**config.mk**
```make
export PLATFORM = sky130hd
export DESIGN_NAME = uart_tx_arbiter
export DESIGN_NICKNAME = d
export VERILOG_FILES = /design/src/rtl/uart_tx_arbiter.sv
export SDC_FILE = /design/constraint.sdc
export NUM_CORES = 1
export LEC_CHECK = 0
export ABC_AREA = 0
export CAP_MARGIN = 20
export CORE_UTILIZATION = 54
export CTS_BUF_LIST = sky130_fd_sc_hd__clkbuf_8
export DETAILED_ROUTE_END_ITERATION = 12
export PLACE_DENSITY_LB_ADDON = 0.15
export SKIP_CTS_REPAIR_TIMING = 1
export SLEW_MARGIN = 25
export SYNTH_ARGS = -nofsm -noshare
export SYNTH_HDL_FRONTEND = slang
export SYNTH_SLANG_ARGS = --single-unit
```
**constraint.sdc**
```tcl
create_clock -name clk -period 2.08 [get_ports clk]
set_clock_uncertainty 0.1 [all_clocks]
set_input_delay 0.416 -clock clk [delete_from_list [all_inputs] [get_ports clk]]
set_output_delay 0.416 -clock clk [all_outputs]
set_load 0.005 [all_outputs]
```
**src/rtl/uart_tx_arbiter.sv**
```systemverilog
// Round-robin arbiter feeding one UART transmitter from two 4-deep byte FIFOs (A = echo, B = console).
// Push-to-txStart latency is 2 cycles; a push into a full FIFO is dropped and flags err[0], never stalls the writer.
module uart_tx_arbiter #(
  parameter int ADDR_W      = 2,
  parameter int ACK_TIMEOUT = 16
) (
  input  logic       clk,
  input  logic       rst_in,
  input  logic [7:0] aWrData,
  input  logic       aWrEn,
  output logic       aFull,
  input  logic [7:0] bWrData,
  input  logic       bWrEn,
  output logic       bFull,
  output logic [7:0] txData,
  output logic       txStart,
  input  logic       txBusy,
  output logic       activeCh,
  output logic       busy,
  output logic [1:0] err,
  input  logic       clrErr
);

  localparam int DEPTH = 1 << ADDR_W;
  localparam logic [ADDR_W:0] FULL_CNT = {1'b1, {ADDR_W{1'b0}}};
  localparam int CNT_W = $clog2(ACK_TIMEOUT + 1);
  localparam logic [CNT_W-1:0] TMO_LAST = CNT_W'(ACK_TIMEOUT - 1);

  typedef enum logic [1:0] {IDLE, START, ACK, DONE} state_t;

  state_t            state;
  logic              last_grant;
  logic [CNT_W-1:0]  tmo_cnt;

  logic [7:0]        mem [2][DEPTH];
  logic [ADDR_W-1:0] wr_ptr [2];
  logic [ADDR_W-1:0] rd_ptr [2];
  logic [ADDR_W:0]   count [2];
  logic [ADDR_W:0]   count_next [2];
  logic [7:0]        wr_data [2];
  logic [1:0]        full_q;
  logic [1:0]        wr_en;
  logic [1:0]        push;
  logic [1:0]        pop;
  logic [1:0]        nonempty;

  logic              take;
  logic              grant_b;
  logic [7:0]        head;
  logic              overflow;
  logic              timeout_hit;
  logic [1:0]        err_next;

  assign wr_en      = {bWrEn, aWrEn};
  assign wr_data[0] = aWrData;
  assign wr_data[1] = bWrData;
  assign aFull      = full_q[0];
  assign bFull      = full_q[1];

  // Tie goes to the channel that did not win last; otherwise whoever has data.
  assign take    = (state == IDLE) && (|nonempty);
  assign grant_b = (&nonempty) ? ~last_grant : nonempty[1];
  assign head    = mem[grant_b][rd_ptr[grant_b]];

  always_comb begin
    for (int c = 0; c < 2; c++) begin
      nonempty[c]   = (count[c] != '0);
      push[c]       = wr_en[c] && !full_q[c];
      pop[c]        = take && (grant_b == c[0]);
      count_next[c] = count[c];
      if (push[c] && !pop[c])
        count_next[c] = count[c] + 1'b1;
      else if (pop[c] && !push[c])
        count_next[c] = count[c] - 1'b1;
    end
  end

  // The full flag is the registered one, so a pop in the same cycle cannot rescue a push.
  assign overflow    = |(wr_en & full_q);
  assign timeout_hit = (state == ACK) && !txBusy && (tmo_cnt == TMO_LAST);
  assign err_next    = (clrErr ? 2'b00 : err) | {timeout_hit, overflow};

  always_ff @(posedge clk or negedge rst_in) begin
    if (!rst_in) begin
      for (int c = 0; c < 2; c++) begin
        wr_ptr[c] <= '0;
        rd_ptr[c] <= '0;
        count[c]  <= '0;
      end
      full_q <= 2'b00;
    end else begin
      for (int c = 0; c < 2; c++) begin
        if (push[c])
          wr_ptr[c] <= wr_ptr[c] + 1'b1;
        if (pop[c])
          rd_ptr[c] <= rd_ptr[c] + 1'b1;
        count[c]  <= count_next[c];
        full_q[c] <= (count_next[c] == FULL_CNT);
      end
    end
  end

  always_ff @(posedge clk) begin
    for (int c = 0; c < 2; c++) begin
      if (push[c])
        mem[c][wr_ptr[c]] <= wr_data[c];
    end
  end

  always_ff @(posedge clk or negedge rst_in) begin
    if (!rst_in) begin
      state      <= IDLE;
      txData     <= 8'h00;
      txStart    <= 1'b0;
      activeCh   <= 1'b0;
      busy       <= 1'b0;
      last_grant <= 1'b1;
      tmo_cnt    <= '0;
      err        <= 2'b00;
    end else begin
      txStart <= 1'b0;
      err     <= err_next;
      case (state)
        IDLE: begin
          if (take) begin
            txData     <= head;
            activeCh   <= grant_b;
            last_grant <= grant_b;
            txStart    <= 1'b1;
            busy       <= 1'b1;
            state      <= START;
          end
        end
        START: begin
          tmo_cnt <= '0;
          state   <= ACK;
        end
        ACK: begin
          if (txBusy) begin
            state <= DONE;
          end else if (tmo_cnt == TMO_LAST) begin
            state <= IDLE;
            busy  <= 1'b0;
          end else begin
            tmo_cnt <= tmo_cnt + 1'b1;
          end
        end
        DONE: begin
          if (!txBusy) begin
            state <= IDLE;
            busy  <= 1'b0;
          end
        end
        default: begin
          state <= IDLE;
          busy  <= 1'b0;
        end
      endcase
    end
  end

endmodule
```
==> results of run 1 <==
-- power by group through the flow --
stage	clock network (mW)	registers [mW]	logic [mW]
6_report	1.22	3.12	3.00
5_1_grt	1.34	3.19	3.30
4_1_cts	1.26	3.13	3.01
3_5_place_dp	0	3.17	2.98
3_3_place_gp	0	3.15	2.90
2_1_floorplan	0	3.06	1.88
-- layer usage --
metal / vias up / GRT usage / part of all wire
li1: 1236 / - / -
met1: 1290 / 0.2807 / 0.45
met2: 58 / 0.3450 / 0.50
met3: 5 / 0.04269 / 0.041
met4: 0 / 0.06538 / 0.0089
met5: - / 0 / 0
-- flip-flops by register name (all words and copies together) (netlist names) --
name,cells
mem,64
txData,8
count,6
tmo_cnt,5
rd_ptr,4
wr_ptr,4
err,2
full_q,2
state,2
activeCh,1
busy,1
last_grant,1
txStart,1
-- synth_stat cells, types with 2 or more instances --
cell and instances:
nor3_1 4, inv_1 13, mux4_2 16, a22o_1 3, buf_2 3, dfrtp_1 36, o32ai_1 2, or3_1 2
a21oi_1 7, and2_1 8, nand3_1 5, xnor2_1 9, o22ai_1 2, nand2b_1 3, o21ai_1 4, buf_4 2
nor3b_1 4, a32o_1 2, edfxtp_1 64, nor2b_1 2, mux2i_1 2, nor2_1 4, o21ai_0 11, buf_1 2
a22oi_1 10, clkbuf_1 3, nand2b_4 2, ha_1 16, nand2_2 2, a21boi_0 4, nand2_1 31, inv_2 3
-- per-stage QoR --
step	util	setup slack, ns
final	0.6920	0.08377
after global routing	0.6920	0.006702
after CTS	0.6878	0.04867
after detailed placement	0.6623	0.06469
after global placement	0.6623	0.1042
after floorplan	-	0.1307
-- area by class of cell --
type                            count  area [um^2]
Tap cell                          102        127.6
Multi-Input combinational cell    171         1488
Fill cell                         575         2417
Timing Repair Buffer               64        705.7
Clock buffer                       10        137.6
Inverter                           16        60.06
Clock inverter                      6        62.56
Sequential cell                   101         2849
-- worst max-delay path, stage by stage (launching register included) --
cell	delay, ns
dfrtp_1	0.43
ha_2	0.21
and3_1	0.18
ha_1	0.21
or4b_1	0.50
a32o_1	0.26
-- logic make-up after synthesis --
| kind of cell | count (synthesis) | share of synthesized area |
|---|---|---|
| adder cells (fa/ha/maj) | 17 | 0.04747 |
| AND/OR/NAND/NOR | 74 | 0.09017 |
| flip-flops | 101 | 0.6396 |
| XOR/XNOR | 10 | 0.02135 |
| AO/OA/AOI/OAI | 50 | 0.08314 |
| multiplexers | 20 | 0.09129 |
| buffers and inverters | 27 | 0.02697 |
-- final timing paths --
path | start | to | slack, ns | cells after the start
setup / recovery | tmo_cnt[0]$_DFFE_PN0P_ | tmo_cnt[3]$_DFFE_PN0P_ | 0.08 | 5
min in group asynchronous | rst_in | wr_ptr[2]$_DFFE_PN0P_ | 0.44 | 2
hold / removal | txData[7]$_DFFE_PN0P_ | txData[7]$_DFFE_PN0P_ | 0.40 | 2
max in group asynchronous | rst_in | last_grant$_DFFE_PN1P_ | 0.89 | 3
setup reg to reg | tmo_cnt[0]$_DFFE_PN0P_ | tmo_cnt[3]$_DFFE_PN0P_ | 0.08 | 5
hold reg to reg | txData[7]$_DFFE_PN0P_ | txData[7]$_DFFE_PN0P_ | 0.40 | 2
-- cell usage in the layout, fill, tap and decap left out, types with 3 or more instances in the layout --
cell / instances
buf_12: 11
edfxtp_1: 64
clkbuf_8: 10
nand3_1: 5
ha_1: 15
inv_2: 3
inv_1: 13
a22o_1: 3
o21ai_0: 11
xnor2_1: 9
and2_1: 8
a22oi_1: 10
o21ai_1: 4
nand2_1: 31
dfrtp_1: 36
nand2b_1: 3
inv_6: 3
mux4_2: 16
clkdlybuf4s50_1: 35
nor2_1: 4
a21oi_1: 7
buf_4: 16
nor3b_1: 4
nor3_1: 4
a21boi_0: 4
==> impl_results.md, run 1 <==
* Post-Syn Nets at ~340
* Min-Delay Path Class: reg2reg
* Crit-path max FO at 5
* Cell area after synthesis at about 4500 um^2
* Detailed Routing Iterations Pass 1 at 4
* Fin Setup TNS at 0 ns
* CTS Buf Count at 9
* Critical path type: reg2reg
* Die Area at around 8600 um^2
* Gr usage total at 0.2093
* Die span in x at 92.82 um
* Sink Count at 101
* Comb power frac at 0.408
* H-tree depth at 3
* Vias/cell at between 5 and 6
* Final max-slew violation count at 0
* Initial drt markers at between 70 and 80
* First-pass GRT wire length at ~13 mm
* Startpoint type of the worst setup path: register
* Internal power at between 4 and 5 mW
* Clk pin slew, worst setup/hold paths at ~0.10 ns
* Ant. Diodes at 0
* Fin. Hold Viols at 0
* Dpl cell area at roughly 5200 um^2
* Status: complete, no violations
* # IOs at 37
* Most used DFF post-synth: edfxtp_1
* Antenna violations before repair at 0
* DP Wirelength at about 5.6 mm
* Synthesized instance count at between 200 and 300
* Wirelength, routed at roughly 8.1 mm
* Worst EP arrival at ~2.2 ns
* Starting density of the core at 0.5676
* Post-synth EDFFs at between 60 and 70
* Area grow syn2layout at 21.91%
* Post-route clock period utilization at 0.9597
* Worst-Skew Late Latency at ~0.36 ns
* Net count reported at finish at approximately 400
* Setup-failing EPs final at 0
* Post-synthesis async set-or-reset flop share at 0.3663
* RSZ-0062 raised after global routing: no
* Max cap viols at 0
* Seq cells post-synth at about 100
* Clock buffer depth at 2
* Core area at just under 8000 um^2
* Yosys top cell by area: edfxtp_1
* CP Capture Type: register
* Pwr Density at around 1400 nW/um^2
* Design area at approximately 5400 um^2
* Seq/Total Area, Yosys at 0.6396
* Grt total ovfl at 0
* Synth Warn # at 0
* Seq pwr share at 0.425
* Peak Freq at between 500 and 600 MHz
* Net switching power figure at 2.507 mW
* Number of global-route vias before repair at 2624
* Synth cell types at 50
* Leakage power at between 2 and 2.5 nW
* Hold slack at 0.4005 ns
* Clk pwr share at 0.167
* CTS tree: done
* Sw Ratio at 0.3412
* Final ANT Viol Nets at 0
* DIE HEIGHT at 92.82 um
* Root buf cell: clkbuf_8
* Wire per inst at around 17 um
* Synth top area cells: edfxtp_1, dfrtp_1, mux4_2, ha_1, nand2_1
* # rows at 32
* Peak supply drop at between 0.6 and 0.7 mV
* Dpl cells at roughly 450
* Power consumption at about 7.3 mW
* Total number of vias at ~2600
* Maximum number of pins on one net before global-route repair at 20
* Gp weighted congestion at roughly 0.8
* Share of post-route cells with drive strength above 1 at 0.2228
* Actual slew at the worst max-slew pin at around 0.50 ns
* PortBufs at 36
* CP required at 2.24 ns
* Rel. slew slack at 0.6697
* Synth top area share at 0.4315
* Syn Area/Cell at around 15 um^2
* DRC at 0
* Minimum clock period at roughly 2.0 ns
* Non-filler instance count after layout at 470
(Power assumes the default switching activity.)
==> run 2, diff against run 1 <==
--- a/config.mk
+++ b/config.mk
@@ -7,9 +7,11 @@
 export LEC_CHECK = 0
 export ABC_AREA = 0
 export CAP_MARGIN = 20
-export CORE_UTILIZATION = 54
+export CORE_ASPECT_RATIO = 1.1
+export CORE_UTILIZATION = 59
 export CTS_BUF_LIST = sky130_fd_sc_hd__clkbuf_8
 export DETAILED_ROUTE_END_ITERATION = 12
+export DONT_BUFFER_PORTS = 1
 export PLACE_DENSITY_LB_ADDON = 0.15
 export SKIP_CTS_REPAIR_TIMING = 1
 export SLEW_MARGIN = 25
==> impl_results.md, run 2 (synthesis results as in run 1) <==
* Min-Delay Path Class: in2reg (was reg2reg)
* Largest register FFs at 64 (unchanged)
* Fin. Hold Viols at 0 (unchanged)
* DIE HEIGHT at 93.13 um (was 92.82 um)
* Critical path type: reg2reg (unchanged)
* Actual slew at the worst max-slew pin at 0.5060 ns (was 0.4954 ns)
* PortBufs at 0 (was 36)
* Internal power at 4.316 mW (was 4.841 mW)
* CP Capture Point: tmo_cnt[3]$_DFFE_PN0P_ (unchanged)
* Grt total ovfl at 0 (unchanged)
* Die span in x at 84.85 um (was 92.82 um)
* Setup-failing EPs final at 0 (unchanged)
* Antenna violations before repair at 0 (unchanged)
* Ant. Diodes at 0 (unchanged)
* Worst EP arrival at 2.15 ns (was 2.16 ns)
* R2R Setup Slk at 0.09 ns (was 0.08 ns)
* Status: complete, but fails checks (was complete, no violations)
* CTS tree: done (unchanged)
* Peak supply drop at 0.6312 mV (was 0.6519 mV)
* Core area at 7167 um^2 (was 7848 um^2)
* CTS Buf Count at 9 (unchanged)
* Detailed Routing Iterations Pass 1 at 8 (was 4)
* Wirelength, routed at 7.563 mm (was 8.120 mm)
* Clock buffer depth at 2 (unchanged)
* Vias/cell at 5.901 (was 5.509)
* Startpoint type of the worst setup path: register (unchanged)
* Final max-slew violation count at 0 (unchanged)
* Pwr Density at 1386 nW/um^2 (was 1353 nW/um^2)
* Area grow syn2layout at 8.174% (was 21.91%)
* Post-route clock period utilization at 0.9581 (was 0.9597)
* FF-to-FF End: tmo_cnt[3]$_DFFE_PN0P_ (unchanged)
* Maximum number of pins on one net before global-route repair at 38 (was 20)
* Worst-Skew Late Latency at 0.36 ns (about the same)
* Wire per inst at 18.72 um (was 17.28 um)
* Post-layout util at 0.6723 (was 0.6920)
* Fin Setup TNS at 0 ns (unchanged)
* Sw Ratio at 0.3539 (was 0.3412)
* FILL cells at 516 (was 575)
* Minimum clock period at 1.993 ns (was 1.996 ns)
* DP Wirelength at 5.262 mm (was 5.569 mm)
* Gr usage total at 0.2141 (was 0.2093)
* Commonest non-fill, non-tap cell in the layout: edfxtp_1 (unchanged)
* DRC at 3 (was 0)
* Net count reported at finish at 352 (was 401)
* Max cap viols at 0 (unchanged)
* Crit path from: tmo_cnt[0]$_DFFE_PN0P_ (unchanged)
* Comb power frac at 0.351 (was 0.408)
* Root buf cell: clkbuf_8 (unchanged)
* RSZ-0062 raised after global routing: no (unchanged)
* # IOs at 37 (unchanged)
* Power consumption at 6.681 mW (was 7.348 mW)
* CP Capture Type: register (unchanged)
* Highest-count cells in the layout ignoring fill and taps: edfxtp_1, dfrtp_1, nand2_1, mux4_2, ha_1 (was edfxtp_1, dfrtp_1, clkdlybuf4s50_1, nand2_1)
* Reg2reg path depth at 5 (unchanged)
* Number of global-route vias before repair at 2458 (was 2624)
* # rows at 32 (unchanged)
* Crit-path max FO at 5 (unchanged)
* Peak Freq at 501.8 MHz (was 500.9 MHz)
* H-tree depth at 3 (unchanged)
* Worst Hold Path Cells at 0 (was 2)
* Die Area at 7902 um^2 (was 8616 um^2)
* Total number of vias at 2384 (was 2589)
* Final ANT Viol Nets at 0 (unchanged)
* Share of post-route cells with drive strength above 1 at 0.2132 (was 0.2228)
* Seq pwr share at 0.475 (was 0.425)
* CP required at 2.24 ns (about the same)
* Reg2Reg Launch Point: tmo_cnt[0]$_DFFE_PN0P_ (unchanged)
* Clk pwr share at 0.173 (was 0.167)
* Net switching power figure at 2.364 mW (was 2.507 mW)
* Sink Count at 101 (unchanged)
* Leakage power at 1.826 nW (was 2.072 nW)
* Clk pin slew, worst setup/hold paths at 0.10 ns (about the same)
* First-pass GRT wire length at 12.24 mm (was 13.21 mm)
* Gp weighted congestion at 0.7594 (was 0.7911)
* Rel. slew slack at 0.6620 (was 0.6697)
* Failing checks: DRC
* Initial drt markers at 92 (was 78)
* Starting density of the core at 0.6215 (was 0.5676)
[run 2: cell types whose count changed in the layout (fill, tap and decap cells not counted)]
cell / delta
clkdlybuf4s50_1: -35
buf_12: -10
buf_4: -3
clkinv_4: +3
inv_6: -3
buf_2: -1
clkbuf_8: -1
clkinv_2: +1
clkinvlp_4: +1
inv_8: -1
[run 2: layer usage]
layer  up-vias  wire, um  track usage
met4         0       131      0.09322
met1      1192      3377       0.2761
met2        47      3744       0.3537
li1       1135         -            -
met3        10       309      0.04678
met5         -         0            0
[run 2: stage by stage]
stage / instances / hold WS [ns] / cell area (um^2) / setup slack [ns]
after floorplan: 299 / 0.02041 / 4454 / 0.1307
after global placement: 385 / 0.02109 / 4591 / 0.1024
after CTS: 401 / -0.3838 / 4778 / 0.05433
after detailed placement: 385 / 0.02134 / 4591 / 0.06529
after global routing: 404 / 0.02154 / 4818 / 0.002438
final: 404 / 0.04180 / 4818 / 0.08714
[run 2: worst max-delay path, cell delays in order, from the launching register on]
cell	delay, ns
dfrtp_1	0.43
ha_2	0.21
and3_1	0.18
ha_1	0.21
or4b_1	0.50
a32o_1	0.26
[run 2: how the worst min path moves through the flow]
stage               slack (ns)                     end  startpoint
global placement          0.02  tmo_cnt[4]$_DFFE_PN0P_      rst_in
floorplan                 0.02    activeCh$_DFFE_PN0P_      rst_in
finish                    0.04    mem[0][26]$_DFFE_PP_  aWrData[2]
detailed placement        0.02  tmo_cnt[4]$_DFFE_PN0P_      rst_in
CTS                      -0.38  tmo_cnt[4]$_DFFE_PN0P_      rst_in
global route              0.02    mem[0][26]$_DFFE_PP_  aWrData[2]
[run 2: area by class of cell]
class	count	area, um^2	area share
clock buffer	9	123.9	0.02571
clock inverter	7	63.81	0.01324
inverter	16	60.06	0.01246
multi-input combinational	171	1488	0.3088
sequential	101	2849	0.5913
tap	85	106.4	0.02207
timing repair buffer	15	127.6	0.02649
[run 2: power groups by stage]
stage               clock [mW]  sequential [mW]  combinational (mW)
floorplan                    0             3.06                1.88
detailed placement           0             3.22                2.35
CTS                       1.19             3.18                2.36
finish                    1.16             3.18                2.35
global route              1.25             3.24                2.63
global placement             0             3.19                2.28
==> run 3, diff against run 2 <==
--- a/config.mk
+++ b/config.mk
@@ -8,11 +8,11 @@
 export ABC_AREA = 0
 export CAP_MARGIN = 20
 export CORE_ASPECT_RATIO = 1.1
-export CORE_UTILIZATION = 59
+export CORE_UTILIZATION = 35
 export CTS_BUF_LIST = sky130_fd_sc_hd__clkbuf_8
 export DETAILED_ROUTE_END_ITERATION = 12
 export DONT_BUFFER_PORTS = 1
-export PLACE_DENSITY_LB_ADDON = 0.15
+export PLACE_DENSITY = 0.62
 export SKIP_CTS_REPAIR_TIMING = 1
 export SLEW_MARGIN = 25
 export SYNTH_ARGS = -nofsm -noshare
==> impl_results.md, run 3 (synthesis results as in run 1) <==
* Status: complete, no violations (was complete, but fails checks)
* Rel. slew slack at 0.6794 (was 0.6620)
* Min-Delay Path Class: in2reg (unchanged)
* Minimum clock period at 2.019 ns (was 1.993 ns)
* Highest-count cells in the layout ignoring fill and taps: edfxtp_1, dfrtp_1, nand2_1, mux4_2, ha_1 (unchanged)
* CTS tree: done (unchanged)
* Number of buffers and inverters on the critical path at 0 (unchanged)
* Fin. Hold Viols at 0 (unchanged)
* Grt total ovfl at 0 (unchanged)
* Die span in x at 109.6 um (was 84.85 um)
* Area grow syn2layout at 10.14% (was 8.174%)
* Antenna violations before repair at 0 (unchanged)
* Detailed Routing Iterations Pass 1 at 4 (was 8)
* Root buf cell: clkbuf_8 (unchanged)
* Net count reported at finish at 352 (unchanged)
* # rows at 42 (was 32)
* Levels on crit path at 5 (unchanged)
* CP Capture Type: register (unchanged)
* Final ANT Viol Nets at 0 (unchanged)
* Commonest non-fill, non-tap cell in the layout: edfxtp_1 (unchanged)
* Wirelength, routed at 7.836 mm (was 7.563 mm)
* R2R Setup Slk at 0.06 ns (was 0.09 ns)
* Chain of cells forming the critical path: ha_2, and3_1, ha_1, or4b_1, a32o_1 (unchanged)
* Share of post-route cells with drive strength above 1 at 0.2100 (was 0.2132)
* Max cap viols at 0 (unchanged)
* Gr usage total at 0.1329 (was 0.2141)
* Post-route clock period utilization at 0.9709 (was 0.9581)
* Die Area at 13180 um^2 (was 7902 um^2)
* Critical path type: reg2reg (unchanged)
* Crit-path max FO at 5 (unchanged)
* CTS Buf Count at 9 (unchanged)
* RSZ-0062 raised after global routing: no (unchanged)
* Final max-slew violation count at 0 (unchanged)
* Pwr Density at 1356 nW/um^2 (was 1386 nW/um^2)
* Wire length on met1 at 3.363 mm (was 3.377 mm)
* Wire length on met2 at 3.961 mm (was 3.744 mm)
* Dpl cells at 455 (was 385)
* Dpl cell area at 4684 um^2 (was 4591 um^2)
* DRC at 0 (was 3)
* Max stage delay on crit path at 0.51 ns (was 0.50 ns)
* Non-filler instance count after layout at 473 (was 404)
* Fin Setup TNS at 0 ns (unchanged)
* CP required at 2.23 ns (was 2.24 ns)
* Peak Freq at 495.2 MHz (was 501.8 MHz)
* Starting density of the core at 0.3638 (was 0.6215)
* Peak supply drop at 0.6585 mV (was 0.6312 mV)
* Design area at 4906 um^2 (was 4818 um^2)
* Largest register FFs at 64 (unchanged)
* Multi-input logic area at 1488 um^2 (unchanged)
* Leakage power at 1.832 nW (was 1.826 nW)
* Initial drt markers at 189 (was 92)
* FF+latch area at 2849 um^2 (unchanged)
* Ant. Diodes at 0 (unchanged)
* Worst-Skew Late Latency at 0.36 ns (about the same)
* Slowest CP cell: or4b_1 (unchanged)
* Gp weighted congestion at 0.7704 (was 0.7594)
* Actual slew at the worst max-slew pin at 0.4809 ns (was 0.5060 ns)
* CP Capture Point: tmo_cnt[3]$_DFFE_PN0P_ (unchanged)
* Met3 WL post-DR at 391 um (was 309 um)
* Reg2reg path depth at 5 (unchanged)
* Final WS setup at 0.06053 ns (was 0.08714 ns)
* Min-delay src: bWrData[3] (was aWrData[2])
* Delay-heaviest family, CP: simple AND/OR/NAND/NOR gates (unchanged)
* Worst EP arrival at 2.17 ns (was 2.15 ns)
* Maximum number of pins on one net before global-route repair at 38 (unchanged)
* Clock buffer depth at 2 (unchanged)
* Number of global-route vias before repair at 2543 (was 2458)
* Reg2Reg Launch Point: tmo_cnt[0]$_DFFE_PN0P_ (unchanged)
* # IOs at 37 (unchanged)
* Post-layout util at 0.4007 (was 0.6723)
* Setup-failing EPs final at 0 (unchanged)
* Total number of vias at 2415 (was 2384)
* Vias/cell at 5.106 (was 5.901)
* Core area at 12240 um^2 (was 7167 um^2)
* FF-to-FF End: tmo_cnt[3]$_DFFE_PN0P_ (unchanged)
* Wire per inst at 16.57 um (was 18.72 um)
* First-pass GRT wire length at 12.77 mm (was 12.24 mm)
* FILL cells at 1124 (was 516)
* Sink Count at 101 (unchanged)
* Max layer used: met4 (unchanged)
* PortBufs at 0 (unchanged)
* Startpoint type of the worst setup path: register (unchanged)
* Crit path from: tmo_cnt[0]$_DFFE_PN0P_ (unchanged)
* H-tree depth at 3 (unchanged)
* Clk pin slew, worst setup/hold paths at 0.10 ns (about the same)
* DIE HEIGHT at 120.3 um (was 93.13 um)
* DP Wirelength at 5.506 mm (was 5.262 mm)
* Worst slack at placement at 0.04136 ns (was 0.06529 ns)
run 3: cell count changes in the layout (fill, tap and decap cells not counted), sizes merged:
cell and change:
inv +2, clkinv -1, clkinvlp -1
run 3: worst min-delay path by stage:
stage / to / slack [ns] / cells past startpoint
2_1_floorplan: activeCh$_DFFE_PN0P_ / 0.02 / 0
3_3_place_gp: tmo_cnt[4]$_DFFE_PN0P_ / 0.02 / 0
3_5_place_dp: tmo_cnt[3]$_DFFE_PN0P_ / 0.02 / 0
4_1_cts: txData[6]$_DFFE_PN0P_ / -0.39 / 0
5_1_grt: mem[1][24]$_DFFE_PP_ / 0.008 / 0
6_report: mem[1][11]$_DFFE_PP_ / 0.04 / 0
run 3: metal layers:
layer	global-route usage	vias to the layer above
li1	-	1134
met1	0.1660	1212
met2	0.2174	59
met3	0.03989	10
met4	0.04667	0
met5	0	-
run 3: stage by stage:
step / hold WS (ns) / total power [mW]
2_1_floorplan: 0.02041 / 4.935
3_3_place_gp: 0.02139 / 5.493
3_5_place_dp: 0.02142 / 5.599
4_1_cts: -0.3886 / 6.751
5_1_grt: 0.007624 / 7.172
6_report: 0.04232 / 6.653
run 3: power by group:
| group | switching [mW] | internal, mW | leakage [nW] |
|---|---|---|---|
| sequential | 0.420 | 2.75 | 1.05 |
| combinational | 1.23 | 1.10 | 0.691 |
| clock | 0.688 | 0.452 | 0.0946 |
run 3: final cells by class:
cell class,instances,share of cell area
repair buffers,15,0.02754
clock buffers,9,0.02525
well taps,154,0.03928
clock inverters,7,0.01173
inverters,16,0.01224
multi-input cells,171,0.3032
flip-flops and latches,101,0.5807
